### src/rtl/tpu_pkg.sv
// tpu_pkg: shared types for the TPU host sequencer.
//   cmd_op_e    - host command opcodes (WRITE, READ, RUN, reserved)
//   seq_state_e - sequencer FSM states
//   beat_addr() - 64-bit beat address (base + beat index, wraps modulo 2^64)
package tpu_pkg;

  typedef enum logic [1:0] {
    OP_WRITE = 2'd0,
    OP_READ  = 2'd1,
    OP_RUN   = 2'd2,
    OP_RSVD  = 2'd3
  } cmd_op_e;

  typedef enum logic [3:0] {
    S_IDLE      = 4'd0,
    S_WR        = 4'd1,
    S_RD_REQ    = 4'd2,
    S_RD_WAIT   = 4'd3,
    S_RD_HOLD   = 4'd4,
    S_RUN_START = 4'd5,
    S_POLL_REQ  = 4'd6,
    S_POLL_WAIT = 4'd7,
    S_FIN       = 4'd8
  } seq_state_e;

  function automatic logic [63:0] beat_addr(input logic [63:0] base, input logic [15:0] idx);
    return base + {48'd0, idx};
  endfunction

endpackage

### src/rtl/tpu_seq_rd_timer.sv
// tpu_seq_rd_timer: read-latency down-counter shared by the READ and POLL paths.
//   clk, rst  - clock, synchronous active-high reset
//   start_i   - high in the request cycle; loads RD_LATENCY-1
//   active_i  - high while waiting for read data
//   strobe_o  - high in the cycle where axi_rdata is valid and must be captured
// RD_LATENCY must be at least 1.
module tpu_seq_rd_timer #(
  parameter int unsigned RD_LATENCY = 1
) (
  input  logic clk,
  input  logic rst,
  input  logic start_i,
  input  logic active_i,
  output logic strobe_o
);

  logic [15:0] cnt_q;

  // Load on request, count down while waiting, park at zero.
  always_ff @(posedge clk) begin
    if (rst) begin
      cnt_q <= 16'd0;
    end else if (start_i) begin
      cnt_q <= 16'(RD_LATENCY - 1);
    end else if (active_i && (cnt_q != 16'd0)) begin
      cnt_q <= cnt_q - 16'd1;
    end else begin
      cnt_q <= cnt_q;
    end
  end

  assign strobe_o = active_i && (cnt_q == 16'd0);

endmodule

### src/rtl/tpu_host_sequencer.sv
// tpu_host_sequencer: turns host commands into TPU slave-bus transactions.
//   cmd_*    - command handshake (op, 64-bit base address, 16-bit beat count)
//   wr_*     - write-beat stream (consumed only in WR)
//   rd_*     - read-beat stream (offered only in RD_HOLD)
//   axi_*    - TPU slave bus; address/data/we are zero whenever axi_req is low
//   busy, done (one-cycle pulse in FIN), err_timeout (sticky until next accept)
module tpu_host_sequencer
  import tpu_pkg::*;
#(
  parameter int unsigned RD_LATENCY   = 1,
  parameter logic [63:0] STATUS_ADDR  = 64'h0000_0000_0002_0000,
  parameter logic [63:0] START_VALUE  = 64'h1,
  parameter int unsigned FINISH_BIT   = 1,
  parameter int unsigned POLL_TIMEOUT = 65535
) (
  input  logic        clk,
  input  logic        rst,
  input  logic        cmd_valid,
  output logic        cmd_ready,
  input  logic [1:0]  cmd_op,
  input  logic [63:0] cmd_addr,
  input  logic [15:0] cmd_len,
  input  logic        wr_valid,
  output logic        wr_ready,
  input  logic [63:0] wr_data,
  output logic        rd_valid,
  input  logic        rd_ready,
  output logic [63:0] rd_data,
  output logic        axi_req,
  output logic        axi_we,
  output logic [63:0] axi_addr,
  output logic [63:0] axi_wdata,
  input  logic [63:0] axi_rdata,
  output logic        busy,
  output logic        done,
  output logic        err_timeout
);

  seq_state_e  state_q, state_d;
  logic [63:0] base_q, base_d;
  logic [15:0] len_q, len_d;
  logic [15:0] beat_q, beat_d;
  logic [15:0] poll_q, poll_d;
  logic [63:0] rd_data_q, rd_data_d;
  logic        err_q, err_d;
  logic        axi_req_q, axi_req_d;
  logic        axi_we_q, axi_we_d;
  logic [63:0] axi_addr_q, axi_addr_d;
  logic [63:0] axi_wdata_q, axi_wdata_d;
  logic        cmd_ready_q, busy_q, done_q, wr_ready_q, rd_valid_q;
  logic        tmr_strobe_s;
  logic        wr_beat_s;

  tpu_seq_rd_timer #(.RD_LATENCY(RD_LATENCY)) u_rd_timer (
    .clk      (clk),
    .rst      (rst),
    .start_i  ((state_q == S_RD_REQ) || (state_q == S_POLL_REQ)),
    .active_i ((state_q == S_RD_WAIT) || (state_q == S_POLL_WAIT)),
    .strobe_o (tmr_strobe_s)
  );

  // A write beat is forwarded to the bus in the same cycle it is offered.
  assign wr_beat_s = wr_ready_q && wr_valid;

  // Next-state and datapath decisions.
  always_comb begin
    state_d   = state_q;
    base_d    = base_q;
    len_d     = len_q;
    beat_d    = beat_q;
    poll_d    = poll_q;
    rd_data_d = rd_data_q;
    err_d     = err_q;
    case (state_q)
      S_IDLE: begin
        if (cmd_valid) begin
          base_d = cmd_addr;
          len_d  = cmd_len;
          beat_d = 16'd0;
          poll_d = 16'd0;
          err_d  = 1'b0;
          case (cmd_op_e'(cmd_op))
            OP_WRITE: state_d = (cmd_len == 16'd0) ? S_FIN : S_WR;
            OP_READ:  state_d = (cmd_len == 16'd0) ? S_FIN : S_RD_REQ;
            OP_RUN:   state_d = S_RUN_START;
            default:  state_d = S_FIN;
          endcase
        end else begin
          state_d = S_IDLE;
        end
      end
      S_WR: begin
        if (wr_beat_s) begin
          beat_d  = beat_q + 16'd1;
          state_d = (beat_q == len_q - 16'd1) ? S_FIN : S_WR;
        end else begin
          state_d = S_WR;
        end
      end
      S_RD_REQ: state_d = S_RD_WAIT;
      S_RD_WAIT: begin
        if (tmr_strobe_s) begin
          rd_data_d = axi_rdata;
          state_d   = S_RD_HOLD;
        end else begin
          state_d = S_RD_WAIT;
        end
      end
      S_RD_HOLD: begin
        if (rd_ready) begin
          beat_d  = beat_q + 16'd1;
          state_d = (beat_q == len_q - 16'd1) ? S_FIN : S_RD_REQ;
        end else begin
          state_d = S_RD_HOLD;
        end
      end
      S_RUN_START: state_d = S_POLL_REQ;
      S_POLL_REQ:  state_d = S_POLL_WAIT;
      S_POLL_WAIT: begin
        if (!tmr_strobe_s) begin
          state_d = S_POLL_WAIT;
        end else if (axi_rdata[FINISH_BIT]) begin
          state_d = S_FIN;
        end else if (poll_q + 16'd1 == 16'(POLL_TIMEOUT)) begin
          poll_d  = poll_q + 16'd1;
          err_d   = 1'b1;
          state_d = S_FIN;
        end else begin
          poll_d  = poll_q + 16'd1;
          state_d = S_POLL_REQ;
        end
      end
      S_FIN:   state_d = S_IDLE;
      default: state_d = S_IDLE;
    endcase
  end

  // Registered bus request for the single-cycle request states, decoded from the next state.
  always_comb begin
    axi_req_d   = 1'b0;
    axi_we_d    = 1'b0;
    axi_addr_d  = 64'd0;
    axi_wdata_d = 64'd0;
    case (state_d)
      S_RD_REQ: begin
        axi_req_d  = 1'b1;
        axi_addr_d = beat_addr(base_d, beat_d);
      end
      S_RUN_START: begin
        axi_req_d   = 1'b1;
        axi_we_d    = 1'b1;
        axi_addr_d  = STATUS_ADDR;
        axi_wdata_d = START_VALUE;
      end
      S_POLL_REQ: begin
        axi_req_d  = 1'b1;
        axi_addr_d = STATUS_ADDR;
      end
      default: begin
        axi_req_d = 1'b0;
      end
    endcase
  end

  // FSM state, datapath and registered status outputs.
  always_ff @(posedge clk) begin
    if (rst) begin
      state_q     <= S_IDLE;
      base_q      <= 64'd0;
      len_q       <= 16'd0;
      beat_q      <= 16'd0;
      poll_q      <= 16'd0;
      rd_data_q   <= 64'd0;
      err_q       <= 1'b0;
      axi_req_q   <= 1'b0;
      axi_we_q    <= 1'b0;
      axi_addr_q  <= 64'd0;
      axi_wdata_q <= 64'd0;
      cmd_ready_q <= 1'b1;
      busy_q      <= 1'b0;
      done_q      <= 1'b0;
      wr_ready_q  <= 1'b0;
      rd_valid_q  <= 1'b0;
    end else begin
      state_q     <= state_d;
      base_q      <= base_d;
      len_q       <= len_d;
      beat_q      <= beat_d;
      poll_q      <= poll_d;
      rd_data_q   <= rd_data_d;
      err_q       <= err_d;
      axi_req_q   <= axi_req_d;
      axi_we_q    <= axi_we_d;
      axi_addr_q  <= axi_addr_d;
      axi_wdata_q <= axi_wdata_d;
      cmd_ready_q <= (state_d == S_IDLE);
      busy_q      <= (state_d != S_IDLE);
      done_q      <= (state_d == S_FIN);
      wr_ready_q  <= (state_d == S_WR);
      rd_valid_q  <= (state_d == S_RD_HOLD);
    end
  end

  // The registered request fields are all zero in WR, so OR-ing in the write beat is safe.
  assign axi_req     = axi_req_q | wr_beat_s;
  assign axi_we      = axi_we_q | wr_beat_s;
  assign axi_addr    = wr_beat_s ? beat_addr(base_q, beat_q) : axi_addr_q;
  assign axi_wdata   = wr_beat_s ? wr_data : axi_wdata_q;

  assign cmd_ready   = cmd_ready_q;
  assign busy        = busy_q;
  assign done        = done_q;
  assign wr_ready    = wr_ready_q;
  assign rd_valid    = rd_valid_q;
  assign rd_data     = rd_data_q;
  assign err_timeout = err_q;

endmodule
### config.mk
export PLATFORM = sky130hd
export DESIGN_NAME = tpu_host_sequencer
export DESIGN_NICKNAME = d
export VERILOG_FILES = /design/src/rtl/tpu_pkg.sv /design/src/rtl/tpu_seq_rd_timer.sv /design/src/rtl/tpu_host_sequencer.sv
export SDC_FILE = /design/constraint.sdc
export NUM_CORES = 1
export LEC_CHECK = 0
export ABC_AREA = 1
export CAP_MARGIN = 20
export CORE_MARGIN = 3
export CORE_UTILIZATION = 45
export DETAILED_ROUTE_END_ITERATION = 10
export PLACE_DENSITY = 0.72
export SYNTH_ARGS = -nofsm -noshare
export SYNTH_HDL_FRONTEND = slang
export SYNTH_HIERARCHICAL = 1
export SYNTH_SLANG_ARGS = --single-unit
### constraint.sdc
create_clock -name clk -period 4.8 [get_ports clk]
set_clock_uncertainty 0.2 [all_clocks]
set_input_delay 0.72 -clock clk [delete_from_list [all_inputs] [get_ports clk]]
set_output_delay 0.72 -clock clk [all_outputs]
set_load 0.01 [all_outputs]
* After elaboration in Yosys (flattened, before gate mapping) *
Index checks and enable logic that the tools add are counted.

storage, ports and cells
  flip-flop bits (word level) = 332
  output and inout bits = 200

operators by class
  $add $sub $neg = 6
  eq/ne operators = 21
  mux-type cells = 34
  bitwise logic cells = 2
  reduce and logical (&&, ||, !) cells = 20

operators with widths
  cell                     count
  $mux W64                 4
  $add A64 B16 Y64         2
  $pmux W64 S2             1
  $mux W16                 6
  $pmux W16 S3             1
  $mux W4                  10
  $add A16 B1 Y16 const B  2
  $logic_not A16 Y1        2
  $pmux W16 S2             1
  $pmux W4 S8              1
  $sub A16 B1 Y16 const B  2
  $eq A4 B3 Y1 const B     7
  $eq A16 B16 Y1           1
  $eq A16 B16 Y1 const B   1
  $reduce_bool A16 Y1      1
  $eq A4 B2 Y1 const B     3
  $pmux W4 S3              1
  $eq A4 B1 Y1 const B     2
  $logic_not A4 Y1         2
  $mux W1                  7
  $ne A2 B2 Y1 const B     3
  $reduce_and A5 Y1        1
  $eq A4 B4 Y1 const B     1
  $reduce_and A2 Y1        2
  14 further kinds         19

* Depth between registers and ports, before layout *
  depth in word-level cells = 9
  gate-level depth with buffers = 28

* Modules after synthesis *
The synthesis kept the hierarchy.

modules (own cells, without submodules)
  module              times used  cells each  area an instance (sq um)  seq. area each (sq um)
  tpu_host_sequencer  1           2702        16612.2                   5044.8
  tpu_seq_rd_timer    1           165         1052.3                    320.3

* Least setup slack after synthesis *
Ideal clock, no wire load.

  path type = input port to flip-flop
  from = input cmd_valid
  to = register axi_addr_q[54]
  setup time = 0.114 ns
  data arrival time = 4.047 ns
  setup slack = 0.439 ns
  stages on the path = 22
  path buffers = 5
  cells stage by stage = inv_1 nor2_8 buf_12 buf_8 inv_2 clkbuf_1 clkbuf_1 buf_1 a21oi_1 ha_1 nand3_1 nand2_1 a21oi_1 o21bai_1 nand2_1 nand2_1 nand2_1 nor2_1 nand2_1 nor3_2 xor2_1 nor2_1

RTL lines
  what                    RTL line                   source
  start: declaration      tpu_host_sequencer.sv:18   input logic cmd_valid,
  $mux W64                tpu_host_sequencer.sv:76   if (cmd_valid) begin
  $mux W64                tpu_host_sequencer.sv:74   case (state_q)
  via base_d[2]           tpu_host_sequencer.sv:40   logic [63:0] base_q, base_d;
  $add A64 B16 Y64        tpu_pkg.sv:27              return base + {48'd0, idx};
  $pmux W64 S2            tpu_host_sequencer.sv:144  case (state_d)
  end signal: assignment  tpu_host_sequencer.sv:194  axi_addr_q <= axi_addr_d;
  end: declaration        tpu_host_sequencer.sv:48   logic [63:0] axi_addr_q, axi_addr_d;

The timed path passes the listed nets, and every way through them passes these cells.
A chain may end at the register's enable or synchronous reset.

* Worst setup path in the final report *
  from = register beat_q[14]
  to = output axi_addr[23]

between the ends
  word-level cells in the longest chain between the ends = 2

RTL lines
  what                      RTL line                   source
  start: declaration        tpu_host_sequencer.sv:42   logic [15:0] beat_q, beat_d;
  start signal: assignment  tpu_host_sequencer.sv:188  beat_q <= beat_d;
  $add A64 B16 Y64          tpu_pkg.sv:27
  $mux W64                  tpu_host_sequencer.sv:207  assign axi_addr = wr_beat_s ? beat_addr(base_q, beat_q) : axi_addr_q;
  end: declaration          tpu_host_sequencer.sv:31   output logic [63:0] axi_addr,

No other way between the ends.

==> results.py <==
metrics = {
    "cts": {
        "htreeDepth": 1,
        "cts_buffer_depth": 3,
        "clockRootBuffer": "clkbuf_16",
        "clkTransAtPathRegs_ns": 0.06,
        "cts_buffers": 31,
        "hold_buffers": 0,
        "clk_latency_ns": 0.60,
        "cts_tree": "built",
        "clock-sinks": 268,
    },
    "route": {
        "drcViolationCount": 0,
        "dr.first_iter.drc_count": 1629,
        "dr_total_vias": 20500,
        "wl_um": 72900,
        "drtAntennaViolNets": 0,
        "dr.pass1.iters": 6,
        "avgViaCountPerCell": 5.33,
        "drt-wirelength-per-cell_um": 19.0,
    },
    "worst_setup_path": {
        "crit_family": "compound AO/OA/AOI/OAI gates",
        "cp_data_arrival_time_ns": 3.74,
        "cp_max_fo": 6,
        "crit_required_ns": 3.88,
        "cp.buffers_inverters": 2,
        "cp_cell_sequence": "ha_1, a21oi_1, o21ai_0, a21oi_1, o21ai_1, a21oi_2, nor2_1, buf_4, xor2_1, o21ai_0, clkdlybuf4s50_1",
        "cpPeakStageDelay_ns": 0.62,
        "r2r_cells": 22,
        "startpoint_type": "flip-flop",
        "end_kind": "output port",
        "critPathKind": "reg2out",
        "crit_cells": 11,
        "cpMaxStageDelayCell": "clkdlybuf4s50_1",
    },
    "logic_synthesis": {
        "ys_seq_area_share_pct": 30.4,
        "yosys_warnings": 6,
        "synth_nets": 3121,
        "synth_edf_count": 0,
        "ys.flop_type": "dfxtp_1",
        "ys_types": 52,
        "async_flop_share_pct": 0,
        "avgSynthCellArea_um2": 6.16,
        "ys_ff_latch": 268,
        "netlist_area_um2": 17700,
        "syn_inst": 2867,
    },
    "floorplan": {
        "coreArea_um2": 38200,
        "die_width_um": 204,
        "die_area_um2": 41700,
        "start_util_pct": 46.2,
        "row_count": 71,
        "ios": 415,
        "die_h_um": 204,
    },
    "global_route": {
        "grt_overflow": 0,
        "grt_max_degree": 138,
        "track_usage_pct": 33.7,
        "antenna_found_initial": 2,
        "met3_usage_pct": 7.74,
        "grt_pass1_vias": 19700,
        "top_usage_layer": "met2",
        "met2_usage_pct": 55.6,
        "grt_pass1_wl_um": 111000,
        "met1_usage_pct": 42.2,
    },
    "placed_design": {
        "placedCellCount": 3771,
        "io_buffers": 414,
        "dp_hpwl_um": 57700,
        "gp_congestion": 1.10,
    },
    "layout": {
        "finalNonFillerCells": 3839,
        "fill_cells": 3605,
        "nets": 3557,
        "final_layout_size_suffix_gt1_share_pct": 8.36,
        "utilization_pct": 62.2,
        "area_delta_synth_final_pct": 34.5,
    },
    "timing": {
        "slew_headroom_pct": 29.7,
        "period_share_pct": 97.1,
        "min_period_ns": 4.66,
        "max_freq_ghz": 0.215,
        "hold_violations": 0,
        "tightest_slew_ns": 1.05,
        "setup_viol": 0,
        "drv_slew": 0,
    },
    "job": {
        "maxCapViolations": 0,
    },
    "pwr": {
        "irDropWorstVdd_uv": 284,
        "power.density_nw_per_um2": 305,
        "leakage_nw": 10.1,
    },
    "hold_path": {
        "hold_path.class": "reg2reg",
        "hold_depth": 2,
    },
    "status": {
        "status": "complete, no violations",
    },
}
[what timing repair did]
action	4_1_cts	5_1_grt
gates resized for setup	26	41
endpoints found under the setup margin	26	35
pin swaps	2	3
buffers inserted	2	8
[final timing paths]
kind | from | end | slack [ns]
setup / recovery | beat_q[14] | axi_addr[23] | 0.14
hold / removal | base_q[9] | base_q[9] | 0.29
setup reg to reg | beat_q[3] | axi_addr_q[46] | 0.45
hold reg to reg | base_q[9] | base_q[9] | 0.29
[synthesized netlist by cell type, types with 31 or more instances]
cell      instances  area, µm²
nand2_1         647       2430
nor2_1          576       2160
inv_1           397       1490
dfxtp_1         268       5370
o21ai_0         173        866
nand3_1         134        671
a21oi_1         107        536
xor2_1           78        683
clkbuf_1         68        255
nor3_1           53        265
nand4_1          49        307
ha_1             37        463
xnor2_1          31        272
[cell type report]
class | count | area (µm²) | area share (%)
clock inverters | 16 | 149 | 0.627
well taps | 511 | 639 | 2.69
inverters | 412 | 1550 | 6.53
repair buffers | 490 | 4740 | 20.0
diodes | 2 | 5.00 | 0.0211
multi-input cells | 2100 | 10400 | 43.8
clock buffers | 40 | 880 | 3.70
flip-flops and latches | 268 | 5380 | 22.6
[sequential cells by signal, indices dropped and copies added (netlist names)]
signal	flops
poll_q	16
len_q	16
axi_req_q	1
u_rd_timer/cnt_q	16
axi_wdata_q	1
base_q	64
state_q	4
beat_q	16
done	1
axi_addr_q	64
cmd_ready	1
err_timeout	1
wr_ready	1
rd_data	64
rd_valid	1
busy	1
[per-stage QoR]
step                      setup TNS [ns]  total power, mW  setup slack (ns)  hold WS (ns)  instance area (µm²)
final                                  0             7.24             0.139         0.288                23800
after global routing              -0.128             7.58           -0.0367         0.310                23800
after floorplan                        0             3.93             0.439         0.255                17700
after CTS                         -0.102             7.23           -0.0882         0.291                23600
after detailed placement          -0.228             4.82           -0.0830         0.277                22500
after global placement            -0.210             4.81           -0.0736         0.265                22500
[metal layers]
metal  vias to the layer above  wire (µm)
li1                       9914          -
met1                      9325      28900
met2                      1051      32600
met3                       183       7920
met4                         0       3600
met5                         -          0
[worst reg2reg max path, cell delays in order, from the launching register on]
cell and delay (ns):
dfxtp_1 0.46, inv_1 0.13, nor2_1 0.15, nand2_1 0.15, nor2_1 0.23, nand3_1 0.16
xor2_1 0.19, nand3_1 0.07, o21ai_0 0.07, a221oi_1 0.31, nand2_1 0.13, ha_1 0.40
nand2_1 0.12, nor3_1 0.20, nand2_1 0.08, nand2_1 0.20, nand2_1 0.11, nor2_1 0.17
nand2_1 0.17, buf_4 0.18, nor2_1 0.11, xor2_1 0.16, nor2_1 0.06
[cells in the final DEF, fill, tap and decap left out, drive strengths merged, types with 4 or more instances in the layout]
master and instances:
nand2 663, nor2 604, inv 410, clkdlybuf4s50 396, dfxtp 268, o21ai 220
nand3 138, a21oi 118, xor2 78, buf 77, nor3 60, nand4 49
clkbuf 43, ha 37, xnor2 31, a31oi 19, nor4 18, a211oi 17
clkinv 12, or2 8, o21bai 7, dlymetal6s2s 7, nand3b 6, dlygate4sd2 6
a22oi 4, clkinvlp 4
[kinds of logic after synthesis]
family	after synthesis	share of synthesized area [%]
simple gates	1552	37.1
buf+inv	499	11.4
compound gates	399	12.7
flops	268	30.4
xor+xnor	110	5.53
fa+ha+maj	39	2.85
[power breakdown]
group / switching, mW / leakage [nW] / internal (mW)
clock: 1.03 / 0.507 / 1.39
combinational: 1.48 / 7.38 / 0.844
sequential: 0.123 / 2.18 / 2.37
total: 2.63 / 10.1 / 4.61
(Power assumes the default switching activity.)
